**src/rtl/demux4_stream_sched.sv**
```systemverilog
// Steers a single valid/ready word stream onto four one-entry channel registers,
// either by address (S) or by a strict round-robin pointer.
module demux4_stream_sched #(
  parameter int unsigned W  = 4,
  parameter int unsigned CW = 8
) (
  input  logic          clk,
  input  logic          rst_n,
  input  logic [W-1:0]  I,
  input  logic          I_valid,
  output logic          I_ready,
  input  logic [1:0]    S,
  input  logic          MODE,
  output logic [W-1:0]  A,
  output logic [W-1:0]  B,
  output logic [W-1:0]  C,
  output logic [W-1:0]  D,
  output logic [3:0]    V,
  input  logic [3:0]    R,
  output logic [1:0]    PTR,
  output logic [CW-1:0] CNT
);

  logic [W-1:0]  ch_data [4];
  logic [3:0]    ch_valid;
  logic [1:0]    ptr;
  logic [CW-1:0] cnt;
  logic [1:0]    tgt;
  logic          accept;
  logic [3:0]    load;

  always_comb begin
    tgt     = MODE ? ptr : S;
    I_ready = ~ch_valid[tgt] | R[tgt];
    accept  = I_valid & I_ready;
    load    = accept ? (4'b0001 << tgt) : '0;
  end

  // A refill takes priority over the drain of the same channel, so a full
  // channel with its consumer ready sustains one word per cycle.
  always_ff @(posedge clk) begin
    if (!rst_n) begin
      for (int unsigned k = 0; k < 4; k++) ch_data[k] <= '0;
      ch_valid <= '0;
      ptr      <= '0;
      cnt      <= '0;
    end else begin
      for (int unsigned k = 0; k < 4; k++) begin
        if (load[k]) begin
          ch_data[k]  <= I;
          ch_valid[k] <= 1'b1;
        end else if (ch_valid[k] && R[k]) begin
          ch_data[k]  <= '0;
          ch_valid[k] <= 1'b0;
        end
      end
      if (accept) begin
        cnt <= cnt + 1'b1;
        if (MODE) ptr <= ptr + 2'd1;
      end
    end
  end

  assign A   = ch_data[0];
  assign B   = ch_data[1];
  assign C   = ch_data[2];
  assign D   = ch_data[3];
  assign V   = ch_valid;
  assign PTR = ptr;
  assign CNT = cnt;

endmodule
```
**config.mk**
```make
export PLATFORM = sky130hd
export DESIGN_NAME = demux4_stream_sched
export DESIGN_NICKNAME = d
export VERILOG_FILES = /design/src/rtl/demux4_stream_sched.sv
export SDC_FILE = /design/constraint.sdc
export NUM_CORES = 1
export LEC_CHECK = 0
export ABC_CLOCK_PERIOD_IN_PS = 3200
export CAP_MARGIN = 20
export CORE_UTILIZATION = 65
export CTS_CLUSTER_SIZE = 20
export DETAILED_ROUTE_END_ITERATION = 10
export DONT_BUFFER_PORTS = 1
export GPL_ROUTABILITY_DRIVEN = 0
export GPL_TIMING_DRIVEN = 0
export PLACE_DENSITY_LB_ADDON = 0.08
export SYNTH_ARGS = -nofsm -noshare
export SYNTH_HDL_FRONTEND = slang
export SYNTH_SLANG_ARGS = --single-unit
```
**constraint.sdc**
```tcl
create_clock -name clk -period 3.2 [get_ports clk]
set_input_delay 0.64 -clock clk [delete_from_list [all_inputs] [get_ports clk]]
set_output_delay 0.64 -clock clk [all_outputs]
set_load 0.05 [all_outputs]
```
==> impl_metrics.env, run 1 <==
export IMPL_run_status="completed"
export IMPL_post_route_drc_count=0
export IMPL_arrival_ns=2.40
export IMPL_min_path_type="primary input to register"
export IMPL_placementRows=15
export IMPL_clock_sinks=30
export IMPL_fill_cells=153
export IMPL_portBuffers=0
export IMPL_final_cells=154
export IMPL_start_util_pct=72.8
export IMPL_report_final_slew_viol_count=0
export IMPL_overflow=0
export IMPL_grt_start_max_net_pins=11
export IMPL_path_common_cell="mux2_4"
export IMPL_placed_cells=146
export IMPL_required_ns=2.56
export IMPL_cts_tree="built"
export IMPL_postCtsHoldBufs=0
export IMPL_multi_input_area_um2=534
export IMPL_synth_seq_cells=30
export IMPL_maxCapViolations=0
export IMPL_die_width_um=47.2
export IMPL_clockBufferDepth=2
export IMPL_crit_chain="mux2_4 > mux2_4 > nor2_1 > a21oi_1"
export IMPL_ys_seq_area_share_pct=57.4
export IMPL_design_area_um2=1410
export IMPL_crit_slowest_cell="a21oi_1"
export IMPL_ys_warn_count=0
export IMPL_htreeDepth=2
export IMPL_worstSetupStartpointType="register"
export IMPL_fin_crit_ns=3.04
export IMPL_syn_nets=136
export IMPL_ir_drop_mv=0.404
export IMPL_nets=143
export IMPL_cts_buffers=5
export IMPL_post_cts_buffers=0
export IMPL_critPathLaunch="PTR[1]$_SDFFE_PN0P_"
export IMPL_power_density_nw_per_um2=562
export IMPL_area_growth_syn_to_layout_pct=6.04
export IMPL_clock_latency_ns=0.32
export IMPL_r2r_start="PTR[0]$_SDFFE_PN0P_"
export IMPL_cp_max_fo=6
export IMPL_fin_crit_sh_pct=95.0
export IMPL_hold_viol=0
export IMPL_avgRoutedWirePerCell_um=15.2
export IMPL_p_total_w=0.000790
export IMPL_synthCells=121
export IMPL_dieArea_um2=2220
export IMPL_rsz0062_at_grt="no"
export IMPL_setup_violations=0
export IMPL_fin_setup_tns_ns=0
export IMPL_critical_path_class="register to primary output"
export IMPL_worstSetupEndpoint="I_ready"
export IMPL_syn_area_per_cell_um2=11.0
export IMPL_clk_pin_slew_worst_paths_ns=0.08
export IMPL_worstRegToRegCells=5
export IMPL_synth_distinct_cells=29
export IMPL_slowest_delay_ns=0.83
export IMPL_grt_use_total_pct=24.6
export IMPL_grt_pass1_wl_um=3630
export IMPL_vias=931
export IMPL_grt_antenna_before_repair=0
export IMPL_netlist_area_um2=1330
export IMPL_dieHeight_um=47.2
export IMPL_r2r_end="ch_data[0][0]$_SDFFCE_PP0P_"
export IMPL_final_cell_mix="nor2_1, edfxtp_1, dfxtp_1"
export IMPL_layout_commonest_cell="nor2_1"
export IMPL_rrSetupSlack_ns=1.04
export IMPL_grt_pass1_vias=841
export IMPL_post_cts_resized=0
export IMPL_drive_gt1_share_pct=9.30
export IMPL_drtIter0Drc=20
export IMPL_dp_hpwl_um=1780
export IMPL_worstMarginPinSlew_ns=1.07
export IMPL_max_slew_margin_rel_pct=28.8
export IMPL_fmax_mhz=329
export IMPL_cp_end_kind="primary output"
export IMPL_cts_root_buf="clkbuf_4"
export IMPL_dpl_cell_area_um2=1360
export IMPL_coreArea_um2=1820
export IMPL_ant_nets=0
export IMPL_hold_slack_ns=0.464
export IMPL_p_leak_nw=0.494
export IMPL_antennaDiodeCount=0
export IMPL_wl_um=2340
export IMPL_ios=45
export IMPL_drt_first_pass_iters=4
export IMPL_register_area_um2=761
export IMPL_skew_ns=0.00183
export IMPL_via_per_inst=6.05
==> kinds of logic after synthesis <==
kind of cell	after synthesis	synth area share (%)
XOR/XNOR	2	1.32
AO/OA/AOI/OAI	18	10.3
adder cells (fa/ha/maj)	1	0.944
AND/OR/NAND/NOR	58	22.5
buffers and inverters	6	2.27
flip-flops	30	57.4
multiplexers	6	5.29
==> critical path: cells and delay by family (launching register included) <==
kind               cells  cell delay, ns
and+or+nand+nor        1            0.05
AOI/OAI and AO/OA      1            0.83
muxes                  2            0.50
DFF                    1            0.69
==> through the flow <==
stage,utilization (%),setup slack [ns]
after floorplan,-,0.557
after global placement,74.5,0.503
after detailed placement,74.5,0.483
after CTS,77.2,0.161
after global routing,77.2,0.0723
final,77.2,0.160
==> final cells by class <==
class	instances	area share (%)
flip-flops and latches	30	54.1
multi-input cells	85	38.0
clock buffers	7	3.21
well taps	25	2.23
plain buffers	4	1.60
inverters	2	0.534
clock inverters	1	0.267
==> power breakdown <==
| part | internal [W] | leakage [nW] | switching, W | total, W |
|---|---|---|---|---|
| Clock | 0.0000843 | 0.0269 | 0.000119 | 0.000203 |
| Combinational | 0.0000279 | 0.185 | 0.0000394 | 0.0000673 |
| Sequential | 0.000429 | 0.282 | 0.0000910 | 0.000520 |
==> cells in the mapped netlist <==
master	instances	area, µm²
a21boi_0	4	30.0
and4_1	1	8.76
and2b_2	1	8.76
or3_2	1	7.51
nand4_1	4	25.0
nor3b_1	1	7.51
xnor2_1	2	17.5
buf_6	1	11.3
nand2_1	11	41.3
nor2b_1	1	6.26
a21boi_1	6	45.0
or3b_1	1	8.76
o21ai_0	6	30.0
or2b_2	1	8.76
clkbuf_1	3	11.3
a21oi_1	1	5.00
inv_1	2	7.51
nand3b_1	1	7.51
or3_1	5	31.3
and2_1	2	12.5
nand2b_1	4	25.0
mux2_4	2	30.0
mux2i_1	4	40.0
a2bb2oi_4	1	26.3
dfxtp_1	14	280
ha_1	1	12.5
nand3_1	7	35.0
edfxtp_1	16	480
nor2_1	17	63.8
==> sequential cells by signal (all words and copies together), names as in the netlist <==
name / count
V: 4
CNT: 8
PTR: 2
ch_data: 16
==> worst min-delay path by stage <==
stage                        startpoint                  end  slack (ns)  cells past startpoint
detailed placement  CNT[5]$_SDFFE_PN0P_  CNT[5]$_SDFFE_PN0P_        0.72                      2
CTS                               rst_n  CNT[6]$_SDFFE_PN0P_        0.46                      1
finish                            rst_n  CNT[6]$_SDFFE_PN0P_        0.46                      1
global route                      rst_n  PTR[0]$_SDFFE_PN0P_        0.46                      1
global placement    CNT[5]$_SDFFE_PN0P_  CNT[5]$_SDFFE_PN0P_        0.71                      2
floorplan           CNT[5]$_SDFFE_PN0P_  CNT[5]$_SDFFE_PN0P_        0.69                      2
==> per-layer routing <==
metal  vias to the layer above  wire length [µm]  share of wire, %  global-route usage, %
met5                         -                 0                 0                      0
met4                         0                53               2.3                   11.4
met3                        10               184               7.9                   11.5
met2                        42              1140                49                   38.6
met1                       434               962                41                   28.6
li1                        445                 -                 -                      -
Note: power is estimated with default switching activity, not from simulation.
==> inputs of run 2 (changes only) <==
--- a/config.mk
+++ b/config.mk
@@ -7,13 +7,15 @@
 export LEC_CHECK = 0
 export ABC_CLOCK_PERIOD_IN_PS = 3200
 export CAP_MARGIN = 20
-export CORE_UTILIZATION = 65
+export CELL_PAD_IN_SITES_DETAIL_PLACEMENT = 1
+export CELL_PAD_IN_SITES_GLOBAL_PLACEMENT = 1
+export CORE_UTILIZATION = 49
 export CTS_CLUSTER_SIZE = 20
 export DETAILED_ROUTE_END_ITERATION = 10
 export DONT_BUFFER_PORTS = 1
 export GPL_ROUTABILITY_DRIVEN = 0
 export GPL_TIMING_DRIVEN = 0
-export PLACE_DENSITY_LB_ADDON = 0.08
+export PLACE_DENSITY_LB_ADDON = 0.1
 export SYNTH_ARGS = -nofsm -noshare
 export SYNTH_HDL_FRONTEND = slang
 export SYNTH_SLANG_ARGS = --single-unit
==> run 2 against run 1 <==
Net effect: global-route usage decreased by 1.1 points; first-iteration DRC count increased by 10%; highest routed layer unchanged; critical path type unchanged; sequential share of layout area decreased by 0.29 points; largest power group unchanged.
==> impl_metrics.env, run 2 (synthesis results as in run 1) <==
export IMPL_cts_buffers=5
export IMPL_slowest_delay_ns=0.82
export IMPL_avgRoutedWirePerCell_um=17.9
export IMPL_power_density_nw_per_um2=568
export IMPL_coreArea_um2=2520
export IMPL_wl_um=2840
export IMPL_nets=143
export IMPL_grt_pass1_vias=873
export IMPL_path_common_cell="mux2_4"
export IMPL_run_status="completed"
export IMPL_hold_viol=0
export IMPL_fin_crit_sh_pct=94.6
export IMPL_cp_max_fo=6
export IMPL_final_cells=159
export IMPL_post_cts_buffers=0
export IMPL_crit_chain="mux2_4 > mux2_4 > nor2_1 > a21oi_1"
export IMPL_fin_setup_tns_ns=0
export IMPL_max_slew_margin_rel_pct=29.8
export IMPL_min_path_type="primary input to register"
export IMPL_grt_start_max_net_pins=11
export IMPL_grt_pass1_wl_um=4530
export IMPL_cp_end_kind="primary output"
export IMPL_dp_hpwl_um=2170
export IMPL_worstMarginPinSlew_ns=1.06
export IMPL_htreeDepth=2
export IMPL_crit_slowest_cell="a21oi_1"
export IMPL_dieArea_um2=2920
export IMPL_layout_commonest_cell="nor2_1"
export IMPL_overflow=0
export IMPL_setup_violations=0
export IMPL_dieHeight_um=54
export IMPL_worstSetupStartpointType="register"
export IMPL_report_final_slew_viol_count=0
export IMPL_fmax_mhz=330
export IMPL_ant_nets=0
export IMPL_largest_register="ch_data"
export IMPL_cts_tree="built"
export IMPL_die_width_um=54
export IMPL_fill_cells=281
export IMPL_critical_path_class="register to primary output"
export IMPL_rsz0062_at_grt="no"
export IMPL_p_leak_nw=0.496
export IMPL_start_util_pct=52.5
export IMPL_drt_first_pass_iters=4
export IMPL_placementRows=18
export IMPL_grt_use_total_pct=23.4
export IMPL_via_per_inst=5.82
export IMPL_maxCapViolations=0
export IMPL_post_cts_resized=0
export IMPL_drtIter0Drc=22
export IMPL_postCtsHoldBufs=0
export IMPL_clk_pin_slew_worst_paths_ns=0.10
export IMPL_cts_root_buf="clkbuf_4"
export IMPL_largest_reg_flops=16
export IMPL_fin_crit_ns=3.03
export IMPL_ios=45
export IMPL_clock_sinks=30
export IMPL_drive_gt1_share_pct=10.1
export IMPL_area_growth_syn_to_layout_pct=6.61
export IMPL_antennaDiodeCount=0
export IMPL_arrival_ns=2.39
export IMPL_placed_cells=151
export IMPL_portBuffers=0
export IMPL_clockBufferDepth=2
export IMPL_grt_antenna_before_repair=0
export IMPL_clock_latency_ns=0.33
export IMPL_vias=926
export IMPL_final_cell_mix="nor2_1, edfxtp_1, dfxtp_1"
export IMPL_post_route_drc_count=0
export IMPL_ir_drop_mv=0.337
export IMPL_skew_ns=0.00779
export IMPL_required_ns=2.56
==> run 2: path summary, 6_finish.rpt <==
path | startpoint | to | slack (ns) | cells after the start
worst max-delay path | PTR[1]$_SDFFE_PN0P_ | I_ready | 0.17 | 4
worst min-delay path | rst_n | CNT[6]$_SDFFE_PN0P_ | 0.46 | 1
worst max register to register | PTR[0]$_SDFFE_PN0P_ | ch_data[0][3]$_SDFFCE_PP0P_ | 1.03 | 5
worst min register to register | CNT[7]$_SDFFE_PN0P_ | CNT[7]$_SDFFE_PN0P_ | 0.75 | 2
==> run 2: metrics by stage <==
step	hold WS [ns]	power, W	instance area (µm²)	util, %	worst slack [ns]
floorplan	0.686	0.000580	1330	-	0.557
global placement	0.719	0.000594	1360	54.0	0.500
detailed placement	0.742	0.000600	1360	54.0	0.491
CTS	0.442	0.000810	1410	56.0	0.153
global route	0.439	0.000836	1410	56.0	0.0913
finish	0.456	0.000802	1410	56.0	0.171
==> run 2: area by class of cell <==
| cell class | instances | area, µm² | share of cell area [%] |
|---|---|---|---|
| Sequential cell | 30 | 761 | 53.9 |
| Multi-Input combinational cell | 85 | 534 | 37.8 |
| Clock buffer | 6 | 41.3 | 2.92 |
| Tap cell | 30 | 37.5 | 2.66 |
| Buffer | 4 | 22.5 | 1.59 |
| Clock inverter | 2 | 8.76 | 0.620 |
| Inverter | 2 | 7.51 | 0.531 |
==> run 2: worst max-delay path: cells and delay by family, from the launching register on <==
kind	cells	cell delay (ns)
compound gates	1	0.82
flops	1	0.68
simple gates	1	0.04
mux	2	0.51
==> run 2: routing by layer <==
layer / track usage (%) / part of all wire, %
met5: 0 / 0
met4: 11.5 / 2.1
met3: 8.76 / 7.4
met2: 36.2 / 48
met1: 28.5 / 43
==> run 2: report_power, final <==
part           internal [W]  leakage (nW)  switching, W
logic             0.0000280         0.185     0.0000410
registers          0.000429         0.282     0.0000921
clock network     0.0000823        0.0297      0.000130
total              0.000539         0.496      0.000263
